File: config.mk
export PLATFORM = sky130hd
export DESIGN_NAME = pipe_hazard_ctrl
export DESIGN_NICKNAME = d
export VERILOG_FILES = /design/src/rtl/pipe_hazard_ctrl.sv
export SDC_FILE = /design/constraint.sdc
export NUM_CORES = 1
export LEC_CHECK = 0
export BUFFER_PORTS_ARGS = -buffer_cell sky130_fd_sc_hd__buf_2
export CELL_PAD_IN_SITES_DETAIL_PLACEMENT = 0
export CELL_PAD_IN_SITES_GLOBAL_PLACEMENT = 2
export CORE_MARGIN = 4
export CORE_UTILIZATION = 18
export CTS_CLUSTER_DIAMETER = 60
export DETAILED_ROUTE_END_ITERATION = 6
export GPL_TIMING_DRIVEN = 0
export PLACE_DENSITY = 0.75
export SYNTH_ARGS = -nofsm -noshare
export SYNTH_HDL_FRONTEND = slang
export SYNTH_SLANG_ARGS = --single-unit
File: constraint.sdc
create_clock -name CLK -period 1.7 [get_ports CLK]
set_input_delay 0.34 -clock CLK [delete_from_list [all_inputs] [get_ports CLK]]
set_output_delay 0.34 -clock CLK [all_outputs]
set_load 0.1 [all_outputs]
File: src/rtl/pipe_hazard_ctrl.sv
// Hazard, stall, flush and forwarding control for a five-stage pipeline, plus the
// data-memory request/ready sequencer. Optional feature macro: FORWARD_EN.
module pipe_hazard_ctrl #(
    parameter int TIMEOUT = 255,
    parameter int CNT_W   = 8
) (
    input  logic       CLK,
    input  logic       CLR,
    input  logic [4:0] RS_D,
    input  logic [4:0] RT_D,
    input  logic [4:0] RS_E,
    input  logic [4:0] RT_E,
    input  logic [4:0] WRITE_REG_E,
    input  logic [4:0] WRITE_REG_M,
    input  logic [4:0] WRITE_REG_W,
    input  logic       REG_WRITE_E,
    input  logic       REG_WRITE_M,
    input  logic       REG_WRITE_W,
    input  logic       MEM_TO_REG_E,
    input  logic       MEM_TO_REG_M,
    input  logic       MEM_WRITE_M,
    input  logic       BRANCH_D,
    input  logic       MEM_READY,
    output logic       STALL_F,
    output logic       STALL_D,
    output logic       STALL_E,
    output logic       STALL_M,
    output logic       FLUSH_E,
    output logic [1:0] FORWARD_AE,
    output logic [1:0] FORWARD_BE,
    output logic       FORWARD_AD,
    output logic       FORWARD_BD,
    output logic       MEM_REQ,
    output logic       BUSY,
    output logic       ERR
);

    typedef enum logic {
        IDLE = 1'b0,
        WAIT = 1'b1
    } state_t;

    localparam logic [CNT_W-1:0] CNT_MAX = '1;
    localparam logic [CNT_W-1:0] CNT_TO  = CNT_W'(TIMEOUT);
    localparam logic [CNT_W-1:0] CNT_ONE = {{(CNT_W-1){1'b0}}, 1'b1};

    state_t           r_state;
    logic [CNT_W-1:0] r_cnt;
    logic             r_err;

    logic w_memop;
    logic w_mem_req;
    logic w_memstall;
    logic w_lwstall;
    logic w_brstall;
    logic w_raw;
    logic w_hz;

    // Register 0 is hard-wired, so it never creates a dependency.
    function automatic logic f_hit(input logic [4:0] a, input logic [4:0] b);
        return (a != 5'd0) && (a == b);
    endfunction

    assign w_memop    = MEM_TO_REG_M | MEM_WRITE_M;
    assign w_mem_req  = !CLR && ((r_state == WAIT) || w_memop);
    assign w_memstall = w_mem_req && !MEM_READY;

    assign w_lwstall = MEM_TO_REG_E && (f_hit(WRITE_REG_E, RS_D) || f_hit(WRITE_REG_E, RT_D));
    assign w_brstall = BRANCH_D &&
        ((REG_WRITE_E  && (f_hit(WRITE_REG_E, RS_D) || f_hit(WRITE_REG_E, RT_D))) ||
         (MEM_TO_REG_M && (f_hit(WRITE_REG_M, RS_D) || f_hit(WRITE_REG_M, RT_D))));

`ifdef FORWARD_EN
    assign w_raw = 1'b0;

    always_comb begin
        FORWARD_AE = 2'b00;
        FORWARD_BE = 2'b00;
        if (REG_WRITE_M && f_hit(WRITE_REG_M, RS_E))      FORWARD_AE = 2'b10;
        else if (REG_WRITE_W && f_hit(WRITE_REG_W, RS_E)) FORWARD_AE = 2'b01;
        if (REG_WRITE_M && f_hit(WRITE_REG_M, RT_E))      FORWARD_BE = 2'b10;
        else if (REG_WRITE_W && f_hit(WRITE_REG_W, RT_E)) FORWARD_BE = 2'b01;
    end

    assign FORWARD_AD = REG_WRITE_M && f_hit(WRITE_REG_M, RS_D);
    assign FORWARD_BD = REG_WRITE_M && f_hit(WRITE_REG_M, RT_D);
`else
    // Without bypass paths any pending E or M write to a D source must wait;
    // W is safe because the register file writes before it reads.
    assign w_raw =
        (REG_WRITE_E && (f_hit(WRITE_REG_E, RS_D) || f_hit(WRITE_REG_E, RT_D))) ||
        (REG_WRITE_M && (f_hit(WRITE_REG_M, RS_D) || f_hit(WRITE_REG_M, RT_D)));

    assign FORWARD_AE = 2'b00;
    assign FORWARD_BE = 2'b00;
    assign FORWARD_AD = 1'b0;
    assign FORWARD_BD = 1'b0;

    logic w_unused_fwd;
    assign w_unused_fwd = ^{RS_E, RT_E, WRITE_REG_W, REG_WRITE_W};
`endif

    assign w_hz = !CLR && (w_lwstall || w_brstall || w_raw);

    // A memory freeze outranks a hazard: flushing D/E while E/M is held would lose an instruction.
    always_comb begin
        STALL_F = 1'b0;
        STALL_D = 1'b0;
        STALL_E = 1'b0;
        STALL_M = 1'b0;
        FLUSH_E = 1'b0;
        if (w_memstall) begin
            STALL_F = 1'b1;
            STALL_D = 1'b1;
            STALL_E = 1'b1;
            STALL_M = 1'b1;
        end else if (w_hz) begin
            STALL_F = 1'b1;
            STALL_D = 1'b1;
            FLUSH_E = 1'b1;
        end
    end

    // NOTE: state captures on negedge CLK alongside the pipeline registers; use <= only here.
    always_ff @(negedge CLK or posedge CLR) begin
        if (CLR) begin
            r_state <= IDLE;
            r_cnt   <= '0;
            r_err   <= 1'b0;
        end else begin
            case (r_state)
                IDLE: begin
                    if (w_memop && !MEM_READY) begin
                        r_state <= WAIT;
                        r_cnt   <= CNT_ONE;
                    end
                end
                WAIT: begin
                    if (MEM_READY) begin
                        r_state <= IDLE;
                    end else begin
                        if (r_cnt != CNT_MAX) r_cnt <= r_cnt + CNT_ONE;
                        if (r_cnt == CNT_TO)  r_err <= 1'b1;
                    end
                end
                default: r_state <= IDLE;
            endcase
        end
    end

    assign MEM_REQ = w_mem_req;
    assign BUSY    = (r_state == WAIT);
    assign ERR     = r_err;

endmodule

==> impl_metrics.csv <==
group,metric,value,unit
outcome,outcome,"finished with violations",
outcome,violations,"negative setup slack",
floorplan,io_pins,59,
logic_synthesis,syn-instance-count,103,
global_route,grt_pass1_vias,893,
cells_and_area,fin_area,1440,sq um
timing,finalClockSkew,0.00113,ns
global_route,grt.overflow.total,0,
critical_path,r2r-end,"r_cnt[0]$_DFFE_NP0P_",
floorplan,initial_core_util,19.0,%
place,place_area,1160,sq um
routing,ant_nets,0,
routing,wire_per_inst,11.6,um
logic_synthesis,async_flop_share,100,%
timing,layout_setup_ws,-0.836,ns
clocking,clk_pin_slew,0.04,ns
power_and_ir_drop,p_leak,0.624,nW
clocking,ctsRootBufferMaster,"clkbuf_8",
timing,finalSetupViolCount,16,
routing,routed_wl,2.40,mm
logic_synthesis,synth_area,843,sq um
floorplan,coreArea,4440,sq um
routing,num_vias,854,
critical_path,crit_end,"STALL_F",
clocking,cts.sinks,10,
hold_path,hp-class,"reg -> reg",
place,numPortBuffers,36,
critical_path,arrival,2.20,ns
routing,vias_per_cell,4.13,
clocking,cts_tree,"built",
critical_path,crit_path_start_kind,"flop",
place,hpwlAfterDp,1.92,mm
clocking,htreeDepth,1,
critical_path,cp-end-kind,"primary output",
global_route,grt_antenna_before_repair,0,
critical_path,rr_startpoint,"r_cnt[0]$_DFFE_NP0P_",
critical_path,rr_worst_depth,5,
logic_synthesis,ys.flop_type,"dfrtn_1",
critical_path,crit_type,"reg -> out",
run,cap_violations,0,
floorplan,die-area,5840,sq um
clocking,hold_buffers,0,
clocking,numCtsBuffers,3,
routing,drc,0,
global_route,grt_pass1_wl,3.86,mm
timing,hold_viol,0,
logic_synthesis,yosysSeqAreaShare,29.7,%
clocking,cts_buffer_depth,2,
floorplan,rows,24,
critical_path,max_stage_delay,0.44,ns
critical_path,setup.worst_path.start,"BUSY$_DFF_NP0_",
cells_and_area,n_antenna_cell,0,
cells_and_area,area_growth,70.2,%
critical_path,cp.required,1.36,ns
critical_path,crit_fanout,3,
floorplan,die_x,76.4,um
timing,hold_slack,0.460,ns
power_and_ir_drop,powerDensity,690,nW/um^2
critical_path,slowest_stage,"dfrtn_1",
logic_synthesis,yosysWarnings,0,
routing,dr.pass1.iters,3,
global_route,grt.total_usage,7.91,%
timing,slew_violations,0,
timing,rsz0062_at_grt,"true",
global_route,grt_max_degree,12,
logic_synthesis,ys_ff_latch,10,
floorplan,die_y,76.4,um
hold_path,min_from,"r_cnt[1]$_DFFE_NP0P_",
cells_and_area,drive_gt1_share,44.5,%
clocking,insertion_delay,0.25,ns
cells_and_area,nNetsFinal,203,
critical_path,r2r_slack,-0.06,ns
logic_synthesis,synth-edff-count,0,
power_and_ir_drop,ir_worst_vdd,0.235,mV
logic_synthesis,synth.distinct_cells,24,
logic_synthesis,synth.avg_cell_area,8.19,sq um
routing,drt_iter0_drc,17,
critical_path,crit_chain,"nor3_4 > nor3_4 > nand2b_4 > buf_12 > buf_12",
place,finalWeightedCongestion,0.800,
[per-layer routing]
layer	track usage, %	vias to the layer above	wire length [um]
met5	0	-	0
met4	2.90	0	12
met3	2.48	2	131
met2	14.1	25	1250
met1	8.70	384	1010
li1	-	443	-
[stage by stage]
step	setup slack [ns]	power [mW]	setup TNS [ns]	instances	util [%]
after floorplan	-2.22	0.586	-16.18	108	-
after global placement	-0.993	0.677	-11.38	196	26.0
after detailed placement	-1.01	0.682	-11.64	196	26.0
after CTS	-0.825	0.978	-8.62	205	30.6
after global routing	-0.900	1.04	-9.70	207	32.3
final	-0.836	0.990	-8.87	207	32.3
[where the power goes]
group / internal (mW) / total [mW] / leakage, nW / switching [mW]
clock: 0.154 / 0.236 / 0.0216 / 0.0821
combinational: 0.184 / 0.457 / 0.475 / 0.273
sequential: 0.266 / 0.297 / 0.127 / 0.0309
total: 0.604 / 0.990 / 0.624 / 0.386
[state kept, by name (all words and copies together) (netlist names)]
register  cells
BUSY          1
ERR           1
r_cnt         8
[placed cells by master (no fill, tap or decap), types with 3 or more instances in the layout]
cell type / Yosys / layout
buf_12: 0 / 7
buf_2: 1 / 26
buf_4: 8 / 13
buf_6: 0 / 6
clkbuf_8: 0 / 3
conb_1: 1 / 6
dfrtn_1: 10 / 10
inv_1: 4 / 4
nand2_1: 9 / 9
nand3_1: 7 / 7
nor2_1: 10 / 8
nor3_4: 0 / 3
or3_1: 3 / 3
xnor2_1: 24 / 24
[synthesized netlist by cell type (2+ instances only)]
cell	instances	area share, %
xnor2_1	24	25
a21oi_1	3	1.8
o22ai_1	2	1.5
dfrtn_1	10	30
nand3_1	7	4.2
nor3_1	7	4.2
nand2_1	9	4.0
nand4_1	2	1.5
buf_4	8	7.1
or3_1	3	2.2
nor2_1	10	4.5
inv_1	4	1.8
o21ai_0	3	1.8
[worst min-delay path by stage]
stage               slack [ns]              endpoint  cells after the start
finish                    0.46  r_cnt[1]$_DFFE_NP0P_                      2
global route              0.49  r_cnt[1]$_DFFE_NP0P_                      2
CTS                       0.46  r_cnt[1]$_DFFE_NP0P_                      2
detailed placement        0.42       ERR$_DFFE_NP0P_                      2
global placement          0.42       ERR$_DFFE_NP0P_                      2
floorplan                 0.44  r_cnt[1]$_DFFE_NP0P_                      2
[logic make-up (layout without fill, tap and decap cells)]
family                     Yosys count  in the layout  share of synthesized area, %
and+or+nand+nor                     40             40                          22.1
other                                1              6                         0.445
AOI/OAI and AO/OA                   13             13                          10.5
buffers and inverters               13             60                          9.49
xor gates and xnor gates            24             24                          24.9
adders and majority gates            1              1                          1.48
DFF                                 10             10                          29.7
muxes                                1              1                          1.34
[cell type report]
type	count	area [sq um]
Fill cell	485	3010
Sequential cell	10	250
Inverter	4	15.0
Buffer	8	72.6
Timing Repair Buffer	45	378
Tap cell	52	65.1
Multi-Input combinational cell	85	613
Clock buffer	3	41.3
[worst max-delay path: cells and delay by family, from the launching register on]
| kind | cells | cell delay (ns) |
|---|---|---|
| flip-flops | 1 | 0.44 |
| AND/OR/NAND/NOR | 3 | 0.40 |
| buffers and inverters | 2 | 0.26 |
[timing repair]
| action | in CTS | in global routing |
|---|---|---|
| setup buffers | 5 | 4 |
| setup endpoints to repair | 16 | 17 |
| gates resized for setup | 35 | 15 |
| cloned | 1 | 0 |
| pin swaps | 5 | 8 |
No activity file was read; power rests on OpenSTA's default activity.
